`src/rtl/div_iter_if.sv`:
```
// Request/response bundle for the iterative divider.
// master: the issuing stage (drives the request and out_ready).
// slave:  the divider.
interface div_iter_if #(
  parameter int DATA_LEN = 32
);
  logic                flush;
  logic                in_valid;
  logic                in_ready;
  logic                in_signed;
  logic [DATA_LEN-1:0] dividend;
  logic [DATA_LEN-1:0] divisor;
  logic                out_valid;
  logic                out_ready;
  logic [DATA_LEN-1:0] quotient;
  logic [DATA_LEN-1:0] remainder;
  logic                div_zero;

  modport master (
    output flush, in_valid, in_signed, dividend, divisor, out_ready,
    input  in_ready, out_valid, quotient, remainder, div_zero
  );

  modport slave (
    input  flush, in_valid, in_signed, dividend, divisor, out_ready,
    output in_ready, out_valid, quotient, remainder, div_zero
  );
endinterface

```
`src/rtl/div_iter.sv`:
```
// Multi-cycle restoring divider for RISC-V DIV/DIVU/REM/REMU.
// One trial subtraction per cycle through a shared add_with_Cout.
// Optional macro DIV_SPECIAL_FAST_EN: divide-by-zero and signed overflow
// skip the iterative phase (a single trial cycle, then FIX), so the result
// appears 2 edges after accept instead of DATA_LEN+1. Results are identical.

// Carry-out adder; with Cin=1 it computes OP_A - OP_B and Cout=1 means no borrow.
module add_with_Cout #(
  parameter int DATA_LEN = 32
) (
  input  logic [DATA_LEN-1:0] OP_A,
  input  logic [DATA_LEN-1:0] OP_B,
  input  logic                Cin,
  output logic [DATA_LEN-1:0] Sum,
  output logic                Cout,
  output logic                Overflow
);
  logic [DATA_LEN-1:0] b_eff;

  // Invert B for subtraction and form the carry chain.
  always_comb begin
    b_eff         = OP_B ^ {DATA_LEN{Cin}};
    {Cout, Sum}   = {1'b0, OP_A} + {1'b0, b_eff} + {{DATA_LEN{1'b0}}, Cin};
    Overflow      = (OP_A[DATA_LEN-1] == b_eff[DATA_LEN-1]) &&
                    (Sum[DATA_LEN-1] != OP_A[DATA_LEN-1]);
  end
endmodule

module div_iter #(
  parameter int DATA_LEN = 32
) (
  input logic     clk,
  input logic     rst_n,
  div_iter_if.slave bus
);
  localparam int CNT_W = $clog2(DATA_LEN);
  localparam logic [CNT_W-1:0] CNT_LAST = CNT_W'(DATA_LEN - 1);
  localparam logic [DATA_LEN-1:0] MOST_NEG = {1'b1, {(DATA_LEN-1){1'b0}}};

  typedef enum logic [1:0] {IDLE, CALC, FIX, DONE} state_t;

  state_t              state;
  logic [CNT_W-1:0]    cnt;
  logic [DATA_LEN-1:0] rem;
  logic [DATA_LEN-1:0] quo;
  logic [DATA_LEN-1:0] dvs;
  logic [DATA_LEN-1:0] a_orig;
  logic                sign_a;
  logic                sign_b;
  logic                is_signed;
  logic                dz;
  logic                ovf;

  logic [DATA_LEN-1:0] shifted;
  logic [DATA_LEN-1:0] sum;
  logic                cout;
  logic                ovf_unused;
  logic                take;

  logic                acc_sign_a;
  logic                acc_sign_b;
  logic                acc_zero;
  logic                acc_ovf;
  logic [DATA_LEN-1:0] acc_mag_a;
  logic [DATA_LEN-1:0] acc_mag_b;

  logic [DATA_LEN-1:0] fix_q;
  logic [DATA_LEN-1:0] fix_r;

  // Two's-complement negation; the most-negative value maps to itself,
  // which is exactly its unsigned magnitude.
  function automatic logic [DATA_LEN-1:0] neg2c(input logic [DATA_LEN-1:0] v);
    return ~v + DATA_LEN'(1);
  endfunction

  function automatic logic [DATA_LEN-1:0] cond_neg(input logic [DATA_LEN-1:0] v,
                                                   input logic neg);
    return neg ? neg2c(v) : v;
  endfunction

  add_with_Cout #(.DATA_LEN(DATA_LEN)) u_add (
    .OP_A     (shifted),
    .OP_B     (dvs),
    .Cin      (1'b1),
    .Sum      (sum),
    .Cout     (cout),
    .Overflow (ovf_unused)
  );

  // Trial step: the bit falling off rem makes the partial remainder
  // at least 2^DATA_LEN, so the subtraction always succeeds then.
  always_comb begin
    shifted = {rem[DATA_LEN-2:0], quo[DATA_LEN-1]};
    take    = rem[DATA_LEN-1] | cout;
  end

  // Operand decode at accept: signs, magnitudes and special cases.
  always_comb begin
    acc_sign_a = bus.in_signed & bus.dividend[DATA_LEN-1];
    acc_sign_b = bus.in_signed & bus.divisor[DATA_LEN-1];
    acc_mag_a  = cond_neg(bus.dividend, acc_sign_a);
    acc_mag_b  = cond_neg(bus.divisor, acc_sign_b);
    acc_zero   = (bus.divisor == '0);
    acc_ovf    = bus.in_signed && (bus.dividend == MOST_NEG) && (bus.divisor == '1);
  end

  // Final result selection; earlier cases take priority.
  always_comb begin
    fix_q = quo;
    fix_r = rem;
    if (dz) begin
      fix_q = '1;
      fix_r = a_orig;
    end else if (ovf) begin
      fix_q = a_orig;
      fix_r = '0;
    end else if (is_signed) begin
      fix_q = cond_neg(quo, sign_a ^ sign_b);
      fix_r = cond_neg(rem, sign_a);
    end
  end

  // Control FSM with registered handshake outputs and datapath updates.
  always_ff @(posedge clk or negedge rst_n) begin
    if (!rst_n) begin
      state         <= IDLE;
      cnt           <= '0;
      rem           <= '0;
      quo           <= '0;
      dvs           <= '0;
      a_orig        <= '0;
      sign_a        <= 1'b0;
      sign_b        <= 1'b0;
      is_signed     <= 1'b0;
      dz            <= 1'b0;
      ovf           <= 1'b0;
      bus.in_ready  <= 1'b1;
      bus.out_valid <= 1'b0;
      bus.quotient  <= '0;
      bus.remainder <= '0;
      bus.div_zero  <= 1'b0;
    end else if (bus.flush) begin
      state         <= IDLE;
      cnt           <= '0;
      bus.in_ready  <= 1'b1;
      bus.out_valid <= 1'b0;
    end else begin
      case (state)
        IDLE: begin
          if (bus.in_valid) begin
            a_orig       <= bus.dividend;
            sign_a       <= acc_sign_a;
            sign_b       <= acc_sign_b;
            is_signed    <= bus.in_signed;
            dz           <= acc_zero;
            ovf          <= acc_ovf;
            quo          <= acc_mag_a;
            dvs          <= acc_mag_b;
            rem          <= '0;
            cnt          <= '0;
`ifdef DIV_SPECIAL_FAST_EN
            // Special cases are fully decided by FIX; run one trial only.
            if (acc_zero || acc_ovf) begin
              cnt <= CNT_LAST;
            end
`endif
            bus.in_ready <= 1'b0;
            state        <= CALC;
          end
        end
        CALC: begin
          rem <= take ? sum : shifted;
          quo <= {quo[DATA_LEN-2:0], take};
          if (cnt == CNT_LAST) begin
            cnt   <= '0;
            state <= FIX;
          end else begin
            cnt <= cnt + CNT_W'(1);
          end
        end
        FIX: begin
          bus.quotient  <= fix_q;
          bus.remainder <= fix_r;
          bus.div_zero  <= dz;
          bus.out_valid <= 1'b1;
          state         <= DONE;
        end
        DONE: begin
          if (bus.out_ready) begin
            bus.out_valid <= 1'b0;
            bus.in_ready  <= 1'b1;
            state         <= IDLE;
          end
        end
        default: begin
          state        <= IDLE;
          bus.in_ready <= 1'b1;
        end
      endcase
    end
  end
endmodule

```
`src/flat_wrapper.sv`:
```
// flat-port wrapper written by rule: the top's interface ports become plain ports
module div_iter_flat 
#(
  parameter int DATA_LEN = 32
)
  (clk, rst_n, bus_flush, bus_in_valid, bus_in_signed, bus_dividend, bus_divisor, bus_out_ready, bus_in_ready, bus_out_valid, bus_quotient, bus_remainder, bus_div_zero);
  div_iter_if #(.DATA_LEN(DATA_LEN)) bus_i ();
  input logic clk;
  input logic rst_n;
  input wire logic [$bits(bus_i.flush)-1:0] bus_flush;
  input wire logic [$bits(bus_i.in_valid)-1:0] bus_in_valid;
  input wire logic [$bits(bus_i.in_signed)-1:0] bus_in_signed;
  input wire logic [$bits(bus_i.dividend)-1:0] bus_dividend;
  input wire logic [$bits(bus_i.divisor)-1:0] bus_divisor;
  input wire logic [$bits(bus_i.out_ready)-1:0] bus_out_ready;
  output wire logic [$bits(bus_i.in_ready)-1:0] bus_in_ready;
  output wire logic [$bits(bus_i.out_valid)-1:0] bus_out_valid;
  output wire logic [$bits(bus_i.quotient)-1:0] bus_quotient;
  output wire logic [$bits(bus_i.remainder)-1:0] bus_remainder;
  output wire logic [$bits(bus_i.div_zero)-1:0] bus_div_zero;
  assign bus_i.flush = bus_flush;
  assign bus_i.in_valid = bus_in_valid;
  assign bus_i.in_signed = bus_in_signed;
  assign bus_i.dividend = bus_dividend;
  assign bus_i.divisor = bus_divisor;
  assign bus_i.out_ready = bus_out_ready;
  assign bus_in_ready = bus_i.in_ready;
  assign bus_out_valid = bus_i.out_valid;
  assign bus_quotient = bus_i.quotient;
  assign bus_remainder = bus_i.remainder;
  assign bus_div_zero = bus_i.div_zero;
  div_iter #(.DATA_LEN(DATA_LEN)) u_core (.clk(clk), .rst_n(rst_n), .bus(bus_i));
endmodule
```
`config.mk`:
```
export PLATFORM = sky130hd
export DESIGN_NAME = div_iter_flat
export DESIGN_NICKNAME = d
export VERILOG_FILES = /design/src/rtl/div_iter_if.sv /design/src/rtl/div_iter.sv /design/src/flat_wrapper.sv
export SDC_FILE = /design/constraint.sdc
export NUM_CORES = 1
export LEC_CHECK = 0
export CAP_MARGIN = 10
export CELL_PAD_IN_SITES_DETAIL_PLACEMENT = 1
export CELL_PAD_IN_SITES_GLOBAL_PLACEMENT = 2
export CORE_MARGIN = 5
export CORE_UTILIZATION = 39
export DETAILED_ROUTE_END_ITERATION = 8
export HOLD_SLACK_MARGIN = 0.06
export PLACE_DENSITY_LB_ADDON = 0.1
export SLEW_MARGIN = 20
export SYNTH_ARGS = -nofsm -noshare
export SYNTH_HDL_FRONTEND = slang
export SYNTH_HIERARCHICAL = 1
export SYNTH_SLANG_ARGS = --single-unit
```
`constraint.sdc`:
```
create_clock -name clk -period 5.55 [get_ports clk]
set_clock_uncertainty 0.05 [all_clocks]
set_input_delay 0.8325 -clock clk [delete_from_list [all_inputs] [get_ports clk]]
set_output_delay 0.8325 -clock clk [all_outputs]
set_load 0.01 [all_outputs]
```
# Yosys cells after proc, flatten, opt, wreduce, memory -nomap -nowiden
# Index checks and enable logic that the tools add are counted.
[totals] regBits=207 output_inout_bits=67
[op_classes] addsub=7 eq_ne=10 mux=31 n_bitwise=10 reduce_logical=15
[ops] cell="two-way mux 32 bit" count=13
[ops] cell="NOT 32 bit" count=5
[ops] cell="adder 32 x 1 -> 32 bit (second input constant)" count=4
[ops] cell="case mux 32 bit (2 select lines)" count=2
[ops] cell="equality test 32 bit (second input constant)" count=2
[ops] cell="adder 32 x 32 -> 33 bit" count=1
[ops] cell="adder 33 x 1 -> 33 bit (second input constant)" count=1
[ops] cell="logical NOT 32 bit" count=1
[ops] cell="two-way mux 5 bit" count=3
[ops] cell="AND reduction 3 bit" count=4
[ops] cell="case mux 5 bit (2 select lines)" count=1
[ops] cell="nonzero test 3 bit" count=3
[ops] cell="two-way mux 2 bit" count=4
[ops] cell="case mux 2 bit (4 select lines)" count=1
[ops] cell="!= test 3 bit (second input constant)" count=2
[ops] cell="AND reduction 2 bit" count=3
[ops] cell="adder 5 x 1 -> 5 bit (second input constant)" count=1
[ops] cell="equality test 5 bit (second input constant)" count=1
[ops] cell="two-way mux 1 bit" count=5
[ops] cell="equality test 2 bit (second input constant)" count=2
[ops] cell="case mux 1 bit (2 select lines)" count=2
[ops] cell="!= test 3 x 2 -> 1 bit (second input constant)" count=1
[ops] cell="bitwise AND 1 bit" count=2
[ops] cell="equality test 2 x 1 -> 1 bit (second input constant)" count=1
[ops] cell="7 further kinds" count=8

# Longest topological paths before layout
[logic_depth] word_depth=6 mapped_depth=16 mapped_depth_nobuf=13

# Modules after synthesis
# The synthesis kept the hierarchy.
[by_module_without_submodules] mod="div_iter" instances=1 cells_each=1278 area_each_um2=11881.4 seq_area_each_um2=5181.2
[by_module_without_submodules] mod="add_with_Cout" instances=1 cells_each=292 area_each_um2=2014.4 seq_area_each_um2=0.0

# Worst setup path before layout
# No wires, ideal clock.
[synth_timing] path_kind="register -> register" from="reg u_core.quo[31]" to="reg u_core.rem[27]" setup_ps=135 arrival_time_ps=3332 t_required_ps=5365 path_slack_ps=2033 stages_incl_launch_ff=14 n_path_buf=1 path_cell_list="dfrtp_1 mux2i_1 fa_1 nand2b_1 a21oi_2 nor3_2 and4bb_1 o41ai_2 o21ai_1 a31o_1 nor2_1 clkbuf_1 mux2i_1 o21ai_0"
[synth_between] elab_chain_cells=5
[synth_lines] element="from (decl)" line_no="div_iter.sv:45" text="logic [DATA_LEN-1:0] quo;"
[synth_lines] element="from (signal assigned)" line_no="div_iter.sv:157" text="quo <= acc_mag_a;"
[synth_lines] element="from (signal assigned)" line_no="div_iter.sv:173" text="quo <= {quo[DATA_LEN-2:0], take};"
[synth_lines] element="adder 32 x 32 -> 33 bit" line_no="div_iter.sv:23" text="{Cout, Sum} = {1'b0, OP_A} + {1'b0, b_eff} + {{DATA_LEN{1'b0}}, Cin};"
[synth_lines] element="adder 33 x 1 -> 33 bit" line_no="div_iter.sv:23"
[synth_lines] element="via u_core.cout" line_no="div_iter.sv:56" text="logic cout;"
[synth_lines] element="bitwise OR 1 bit" line_no="div_iter.sv:94" text="take = rem[DATA_LEN-1] | cout;"
[synth_lines] element="two-way mux 32 bit" line_no="div_iter.sv:172" text="rem <= take ? sum : shifted;"
[synth_lines] element="case mux 32 bit (2 select lines)" line_no="div_iter.sv:148" text="case (state)"
[synth_lines] element="to (signal assigned)" line_no="div_iter.sv:172"
[synth_lines] element="to (decl)" line_no="div_iter.sv:44" text="logic [DATA_LEN-1:0] rem;"
# The timed path passes the listed nets, and every way through them passes these cells.
# A chain may end at the register's enable or synchronous reset.

# Final worst setup path
[layout_timing] from="reg u_core.quo[31]" to="reg u_core.rem[0]"
# The elaborated chain is that of the path after synthesis.

==> out/qor.txt <==
Lkg Pwr -> 6.86 nW
worst slack on hold paths -> 0.339 ns
H-Tree Level Count -> 1
worst reg2reg startpoint -> u_core/quo[31]$_DFFE_PN0P_
clock latency on the worst-skew pair -> 0.53 ns
Critical Path Start -> u_core/quo[31]$_DFFE_PN0P_
antenna violations before repair -> 2
capturing instance or port of the critical path -> u_core/rem[0]$_DFFE_PN0P_
setup slack on the worst flop-to-flop path -> 1.43 ns
Initial Util -> 39.2%
area after detailed placement -> 15500 um^2
pin count of the biggest net entering global routing -> 108
clock sinks -> 207
status -> complete, no violations
FF-to-FF End -> u_core/rem[0]$_DFFE_PN0P_
wire length of the first global-routing pass -> 78900 um
least setup slack across all paths after layout -> 1.43 ns
Total Die Area -> 39500 um^2
Avg Cell Area, Syn -> 8.85 um^2
post-DR wirelength/cell -> 24.2 um
HPWL after DPL -> 38200 um
final-stage net count -> 1762
Worst Setup Path Type -> reg -> reg
number of global-route vias before repair -> 12900
Layout Area Growth over Synthesis -> 18.4%
Mapped Cells -> 1568
aggregate negative setup slack -> 0 ns
synthesized area -> 13900 um^2
CTS buffer count -> 26
Die Wd -> 199 um
I/O pins -> 137
maximum fanout along the worst path -> 23
number of input and output port buffers inserted -> 136
sum of internal, switching and leakage power -> 10.8 mW
setup repair after global routing missed its margin -> false
vias per inst -> 5.85
kind of start point of the critical path -> register
transition time at the pin with the least slew margin -> 1.10 ns
r2r worst-path depth -> 13
DRT iter0 DRCs -> 703
buffers inserted by post-CTS timing repair -> 0
number of synthesis warnings -> 6
final cycle utilization of the critical path -> 74.1%
number of remaining DRC errors -> 0
total placed cells including tap cells -> 2082
remaining global-route overflow -> 0
fraction of final layout cells sized beyond drive strength 1 -> 8.27%
Net Count, Synth -> 1681
Worst slew margin -> 26.4%
Fin. Hold Viols -> 0
CTS tree -> built
gr usage total -> 25.7%
placement-stage worst setup slack -> 1.49 ns
highest achievable clock rate -> 0.243 GHz
number of rows created at floorplan -> 69
PwrDens -> 657 nW/um^2
final core occ -> 46.5%
nature of the critical path endpoint -> register
via count of the routed design -> 12500
type of the worst min-delay path -> in -> async
vertical die dimension -> 199 um
standard cell core area -> 35400 um^2
non-filler instance count after layout -> 2130
final wirelength -> 51500 um
Clock Pin Slew Worst Setup and Hold Paths -> 0.06 ns
pins over their slew limit -> 0
final standard cell area without fillers -> 16400 um^2
endpoint arrival time on the critical path -> 4.43 ns
CTS max path bufs -> 3
final weighted congestion in routability-driven placement -> 0.876
Worst Path Required -> 5.87 ns
time the final worst path needs with I/O delays and setup -> 4.12 ns
count of nets left with antenna violations after detail routing -> 0
Max-cap violations -> 0
cell at the root of the clock tree -> clkbuf_16
quantity of hold-fixing buffers added after cts -> 0
first-pass detailed-route iteration total -> 5
Final setup violation count -> 0
post-cts sizing count -> 0
peak supply drop -> 0.000291 V
count of antenna diodes in the layout -> 0
## worst max-delay path, stage by stage, from the launching register on
cell and delay (ns):
dfrtp_1 0.47, mux2i_1 0.33, fa_1 0.27, nand2b_1 0.16, a21oi_2 0.09, nor3_2 0.29
and4bb_1 0.27, o41ai_2 0.43, o21ai_1 0.15, a31o_1 0.28, nor2_4 0.33, buf_4 0.46
mux2i_1 0.26, o22ai_1 0.10
## placed cells by master (no fill, tap or decap), types with 29 or more instances in the layout
cell and instances:
a21oi_1 133, clkdlybuf4s50_1 135, dfrtp_1 206, ha_1 42
inv_1 31, mux2i_1 51, nand2_1 166, nand3_1 29
nor2_1 96, nor3_1 44, o21ai_0 126, o22ai_1 47
xnor2_1 55, xor2_1 111
## state kept, by name (all words and copies together) (netlist names), 2 cells and up
signal,flops
u_core/a_orig,32
u_core/bus.quotient,32
u_core/bus.remainder,32
u_core/cnt,5
u_core/dvs,32
u_core/quo,32
u_core/rem,32
u_core/state,2
## cell type report
type                       instances  area (um^2)
tap                              461          577
timing repair buffer             155         1520
sequential                       207         5180
fill                            4128        19000
clock buffer                      43          856
clock inverter                     5         52.6
inverter                          32          120
multi-input combinational       1227         8140
## per-layer routing
metal	wire length, um	track usage, %	part of all wire (%)	vias to the layer above
met1	22400	34.0	43	6299
met4	1910	8.66	3.7	4
met2	25400	43.7	49	222
li1	-	-	-	5860
met5	26	0	0.050	-
met3	1800	3.01	3.5	78
## worst min-delay path by stage
stage                     cells past startpoint  slack, ns                               end
after CTS                                     1       0.41  u_core/bus.out_valid$_DFFE_PN0P_
after floorplan                               1       0.39         u_core/cnt[3]$_DFFE_PN0P_
after detailed placement                      2       0.42   u_core/bus.div_zero$_DFFE_PN0P_
final                                         1       0.34  u_core/bus.out_valid$_DFFE_PN0P_
after global placement                        1       0.41         u_core/cnt[3]$_DFFE_PN0P_
after global routing                          1       0.44  u_core/bus.out_valid$_DFFE_PN0P_
## where the power goes
group	switching, mW	internal, mW	leakage [nW]
registers	0.972	2.22	2.57
logic	3.46	2.39	3.83
clock network	0.676	1.09	0.450
Note: power is estimated with default switching activity, not from simulation.
